$ cat config.mk
export PLATFORM = sky130hd
export DESIGN_NAME = eviction_write_buffer
export DESIGN_NICKNAME = d
export VERILOG_FILES = /design/src/rtl/lc3b_types.sv /design/src/rtl/evict_tag_match.sv /design/src/rtl/eviction_write_buffer.sv
export SDC_FILE = /design/constraint.sdc
export NUM_CORES = 2
export LEC_CHECK = 0
export CAP_MARGIN = 0
export CORE_ASPECT_RATIO = 1.2
export CORE_MARGIN = 3
export CORE_UTILIZATION = 30
export CTS_CLUSTER_SIZE = 8
export DETAILED_ROUTE_END_ITERATION = 8
export MAX_ROUTING_LAYER = met4
export SYNTH_ARGS = -nofsm -noshare
export SYNTH_HDL_FRONTEND = slang
export SYNTH_SLANG_ARGS = --single-unit
$ cat constraint.sdc
create_clock -name clk -period 23.9 [get_ports clk]
set_input_delay 3.585 -clock clk [delete_from_list [all_inputs] [get_ports clk]]
set_output_delay 3.585 -clock clk [all_outputs]
set_load 0.02 [all_outputs]
$ cat src/rtl/lc3b_types.sv
// Shared LC-3b cache types: eviction-buffer drain states and the legacy
// single-entry eviction record.
package lc3b_types;

    typedef enum logic {
        ev_idle,
        ev_write
    } lc3b_evict_state;

    // Fixed-width entry kept for DEPTH=1 users; parametrised buffers keep their own arrays.
    typedef struct packed {
        logic         valid;
        logic         dirty;
        logic [15:0]  addr;
        logic [127:0] data;
    } lc3b_eviction_array_entry;

endpackage

$ cat src/rtl/evict_tag_match.sv
// DEPTH-way fully-associative line-address comparator: one-hot match vector
// plus the encoded index of the (at most one) matching valid entry.
module evict_tag_match #(
    parameter int DEPTH    = 4,
    parameter int ADDR_W   = 16,
    parameter int OFFSET_W = 5
) (
    input  logic [DEPTH-1:0]             valid,
    input  logic [DEPTH-1:0][ADDR_W-1:0] addrs,
    input  logic [ADDR_W-1:0]            query,
    output logic [DEPTH-1:0]             match,
    output logic [$clog2(DEPTH)-1:0]     index
);

    // NOTE: every output of a combinational block gets a default first, so no path can infer a latch.
    always_comb begin
        match = '0;
        index = '0;
        for (int i = 0; i < DEPTH; i++) begin
            // Offset bits are shifted out so only the line address is compared.
            if (valid[i] && (((addrs[i] ^ query) >> OFFSET_W) == '0)) begin
                match[i] = 1'b1;
                index    = ($clog2(DEPTH))'(i);
            end
        end
    end

endmodule

$ cat src/rtl/eviction_write_buffer.sv
// Ring-ordered victim/write-back buffer: accepts evicted lines, serves
// associative lookups with reclaim, and drains dirty lines to memory in order.
module eviction_write_buffer
    import lc3b_types::*;
#(
    parameter int DEPTH    = 4,
    parameter int ADDR_W   = 16,
    parameter int LINE_W   = 256,
    parameter int OFFSET_W = 5
) (
    input  logic                     clk,
    input  logic                     reset_n,
    input  logic                     evict_valid,
    output logic                     evict_ready,
    input  logic                     evict_dirty,
    input  logic [ADDR_W-1:0]        evict_addr,
    input  logic [LINE_W-1:0]        evict_data,
    input  logic [ADDR_W-1:0]        lookup_addr,
    output logic                     lookup_hit,
    output logic [LINE_W-1:0]        lookup_data,
    output logic                     lookup_dirty,
    input  logic                     lookup_take,
    output logic                     mem_write,
    output logic [ADDR_W-1:0]        mem_addr,
    output logic [LINE_W-1:0]        mem_wdata,
    input  logic                     mem_resp,
    output logic [$clog2(DEPTH):0]   used,
    output logic                     empty
);

    localparam int PTR_W = $clog2(DEPTH);
    localparam int CNT_W = PTR_W + 1;

    logic [DEPTH-1:0]             valid_q, valid_d;
    logic [DEPTH-1:0]             dirty_q;
    logic [DEPTH-1:0][ADDR_W-1:0] addr_q;
    logic [LINE_W-1:0]            data_q [DEPTH];
    logic [PTR_W-1:0]             head_q, tail_q;
    logic [CNT_W-1:0]             used_q;
    lc3b_evict_state              state_q, state_d;

    logic             push, pop, take, start_write, ev_hit;
    logic [DEPTH-1:0] lk_match, ev_match;
    logic [PTR_W-1:0] lk_idx, ev_idx;

    evict_tag_match #(.DEPTH(DEPTH), .ADDR_W(ADDR_W), .OFFSET_W(OFFSET_W)) u_lookup_match (
        .valid (valid_q),
        .addrs (addr_q),
        .query (lookup_addr),
        .match (lk_match),
        .index (lk_idx)
    );

    evict_tag_match #(.DEPTH(DEPTH), .ADDR_W(ADDR_W), .OFFSET_W(OFFSET_W)) u_evict_match (
        .valid (valid_q),
        .addrs (addr_q),
        .query (evict_addr),
        .match (ev_match),
        .index (ev_idx)
    );

    assign ev_hit       = |ev_match;
    assign lookup_hit   = |lk_match;
    assign lookup_data  = lookup_hit ? data_q[lk_idx] : '0;
    assign lookup_dirty = lookup_hit & dirty_q[lk_idx];

    assign empty       = (used_q == '0);
    assign used        = used_q;
    assign evict_ready = (used_q < CNT_W'(DEPTH));
    assign mem_write   = (state_q == ev_write);
    assign push        = evict_valid & evict_ready;
    assign take        = lookup_take & lookup_hit;

    always_comb begin
        state_d     = state_q;
        pop         = 1'b0;
        start_write = 1'b0;
        unique case (state_q)
            ev_idle: begin
                if (!empty) begin
                    if (valid_q[head_q] && dirty_q[head_q]) begin
                        start_write = 1'b1;
                        state_d     = ev_write;
                    end else begin
                        pop = 1'b1;
                    end
                end
            end
            ev_write: begin
                // The head pops on completion even if it was invalidated mid-write.
                if (mem_resp) begin
                    pop     = 1'b1;
                    state_d = ev_idle;
                end
            end
        endcase
    end

    // Invalidations apply before the push so a same-address push always wins.
    always_comb begin
        valid_d = valid_q;
        if (take)
            valid_d[lk_idx] = 1'b0;
        if (pop)
            valid_d[head_q] = 1'b0;
        if (push) begin
            if (ev_hit)
                valid_d[ev_idx] = 1'b0;
            valid_d[tail_q] = 1'b1;
        end
    end

    // NOTE: sequential state uses non-blocking assignments so every register samples pre-edge values.
    always_ff @(posedge clk or negedge reset_n) begin
        if (!reset_n) begin
            state_q   <= ev_idle;
            valid_q   <= '0;
            head_q    <= '0;
            tail_q    <= '0;
            used_q    <= '0;
            mem_addr  <= '0;
            mem_wdata <= '0;
        end else begin
            state_q <= state_d;
            valid_q <= valid_d;
            head_q  <= head_q + PTR_W'(pop);
            tail_q  <= tail_q + PTR_W'(push);
            used_q  <= used_q + CNT_W'(push) - CNT_W'(pop);
            if (start_write) begin
                mem_addr  <= addr_q[head_q];
                mem_wdata <= data_q[head_q];
            end
        end
    end

    // NOTE: payload storage carries no reset; the valid bits alone decide whether a slot holds a line.
    always_ff @(posedge clk) begin
        if (push) begin
            dirty_q[tail_q] <= evict_dirty;
            addr_q[tail_q]  <= evict_addr;
            data_q[tail_q]  <= evict_data;
        end
    end

endmodule

==> out/summary.txt <==
Post-CTS Setup Bufs: 0
Fraction of layout cells with a size suffix above 1: 20.5%
CTS tree: done
Synth top area share: 55.1%
DR WL met2: 90300 um
Fin nets: 4518
Post-Syn Area per Cell: 17.4 um^2
Asr flop ratio synth: 20.6%
Die Wd: 412 um
Placer Congestion: 0.864
Setup crit start kind: input port
Seq/Total Area, Yosys: 67.1%
TritonCTS Sinks: 1376
Met1 wire length: 81800 um
DRC viols: 0
Setup Total Neg Slack: 0 ps
Vias: 36.6k
Clock Latency Late Sink: 830 ps
Utilization after layout: 38.7%
Pin count of the biggest net entering global routing: 119
CP Capture Type: primary output
Die height: 494 um
Vias in the first global route: 37.8k
Worst Hold Class: reg2reg
WP data arrival: 8820 ps
Fin. Hold Viols: 0
Synth top cells by count: edfxtp_1 (1092), mux2_2 (310), dfrtp_1 (284)
Final setup fails: 0
FMAX: 80.6 MHz
EDFF count, synth: 1092
Global route overflow: 0
Max Used Layer: met4
IO Count: 830
Post-synth top area cell: edfxtp_1
Final Critical Period: 12400 ps
Clock-pin slew on the worst setup and hold paths: 50 ps
Clk buf depth: 3
Xor-xnor portion of the synthesized cell area: 1.41%
Routed len/inst: 28.5 um
Yosys reg bits: 1376
Largest family of logic cells by synthesized area: multiplexers
Max-Cap Viols: 0
Met3 WL: 24500 um
Total GRT Usage: 19.7%
Initial Utilization: 30.2%
CP Class: in2out
Hpwl dp: 126000 um
RSZ-0062 raised after global routing: false
# port buffers: 824
Cts hold-fix bufs: 0
Core ar.: 197000 um^2
Mapped Nets: 3717
Max-slew violations: 0
Initial antenna violation count: 59
H-tree depth: 4
WL final: 200000 um
Die area: 204000 um^2
Clock Skews: 40.4 ps
Main synth FF type: edfxtp_1
Power density over the cells: 114 nW/um^2
1st-pass router iterations: 6
Inserted Clock Buffers: 191
Post_cts resized: 0
Root Driver: clkbuf_16
Warning count from the yosys run: 0
Slew HR: 11.7%
P&R area growth vs syn: 28.0%
Outcome: complete, no violations
Mapped cell area: 59500 um^2
Crit share post-route: 51.9%
Syn Inst Count: 3418
P_leak: 24.7 nW
Synth unique cells: 46
Simple-gate area share of the yosys netlist: 2.32%
First-pass GRT wire length: 285000 um
Worst Path Max Fanout: 50
Avg Vias per Cell: 5.21
Most common cell in the netlist: edfxtp_1
Adder-cell share of the synthesized area: 0.118%
Peak VDD IR: 0.0898 mV
CP required: 20320 ps
Routed Antenna Nets: 0
Compound-Gate Fraction of Synth Area: 6.19%
Std cell rows: 178
Mux cell area share after synthesis: 20.4%
Synth top area cells: edfxtp_1 (55%), dfrtp_1 (12%), mux4_2 (10%), mux2_2 (5.9%), mux2_1 (4.0%)
Worst-Margin Slew: 1320 ps
Drt first-iter violations: 3260
==> stage by stage <==
stage               cell area [um^2]  hold slack, ps  cells  power (mW)  worst slack, ps
finish                         76100             501   7031        8.71            11500
global route                   76100             508   7022        9.09            11380
CTS                            76000             503   6989        8.82            11400
detailed placement             70300             492   6636        6.22            11400
global placement               70300             486   6636        6.19            11410
floorplan                      59500             477   3418        5.13              287
==> final timing paths <==
| kind | slack [ps] | cells after the start | end | startpoint |
|---|---|---|---|---|
| worst max-delay path | 11500 | 10 | lookup_data[37] | lookup_addr[7] |
| worst min-delay path | 500 | 1 | mem_wdata[2] | mem_wdata[2] |
| worst max register to register | 19100 | 6 | mem_wdata[143] | head_q[0] |
| worst min register to register | 500 | 1 | mem_wdata[2] | mem_wdata[2] |
| max in group asynchronous | 18910 | 3 | mem_wdata[78] | reset_n |
| min in group asynchronous | 2790 | 1 | mem_wdata[11] | reset_n |
==> where the power goes <==
| group | leakage (nW) | switching, mW | total [mW] | internal, mW |
|---|---|---|---|---|
| registers | 13.3 | 0.285 | 3.43 | 3.15 |
| logic | 8.78 | 1.40 | 2.70 | 1.31 |
| clock network | 2.68 | 1.04 | 2.57 | 1.53 |
| total | 24.7 | 2.72 | 8.71 | 5.99 |
==> layer usage <==
| layer | GRT usage, % | up-vias |
|---|---|---|
| met5 | - | - |
| met4 | 4.30 | 0 |
| met3 | 8.44 | 242 |
| met2 | 29.4 | 1760 |
| met1 | 24.9 | 19200 |
| li1 | - | 15500 |
==> worst max-delay path, stage by stage <==
cell	delay, ps
clkdlybuf4s50_1	620
xnor2_1	180
nand4_1	130
or3_4	730
buf_4	660
buf_4	540
buf_4	620
o221ai_1	180
a21oi_1	570
clkdlybuf4s50_1	820
==> state kept, by name (all words and copies together) (netlist names) <==
signal,count
mem_addr,16
addr_q,64
mem_wdata,256
mem_write,1
tail_q,2
used,3
data_q,1024
head_q,2
dirty_q,4
valid_q,4
==> cell type report <==
cell class,instances,area (um^2)
Fill cell,18000,121000
Multi-Input combinational cell,1751,18200
Clock inverter,15,340
Antenna cell,42,105
Inverter,7,26.3
Timing Repair Buffer,892,8940
Sequential cell,1376,39900
Clock buffer,338,5350
Tap cell,2610,3270
==> cells in the final DEF, fill, tap and decap left out, types with 3 or more instances in the layout <==
master / Yosys / routed
a21oi_1: 259 / 259
buf_12: 2 / 14
buf_4: 4 / 54
clkbuf_1: 137 / 146
clkbuf_16: 0 / 192
clkdlybuf4s50_1: 0 / 823
clkinv_16: 0 / 7
dfrtp_1: 284 / 282
diode_2: 0 / 42
edfxtp_1: 1092 / 1092
ha_1: 4 / 4
inv_1: 7 / 7
inv_6: 0 / 3
mux2_1: 209 / 209
mux2_2: 310 / 310
mux2_4: 10 / 10
mux4_2: 273 / 273
nand2_1: 268 / 268
nand4_1: 29 / 29
nor2_1: 6 / 4
nor3_1: 7 / 6
nor3_4: 1 / 3
o221ai_1: 247 / 247
o221ai_2: 10 / 10
xnor2_1: 86 / 86
xnor2_2: 4 / 4
==> cell families after synthesis <==
| family | Yosys count |
|---|---|
| flops | 1376 |
| mux | 802 |
| compound gates | 526 |
| simple gates | 326 |
| buf+inv | 291 |
| xor+xnor | 92 |
| fa+ha+maj | 5 |
No activity file was read; power rests on OpenSTA's default activity.
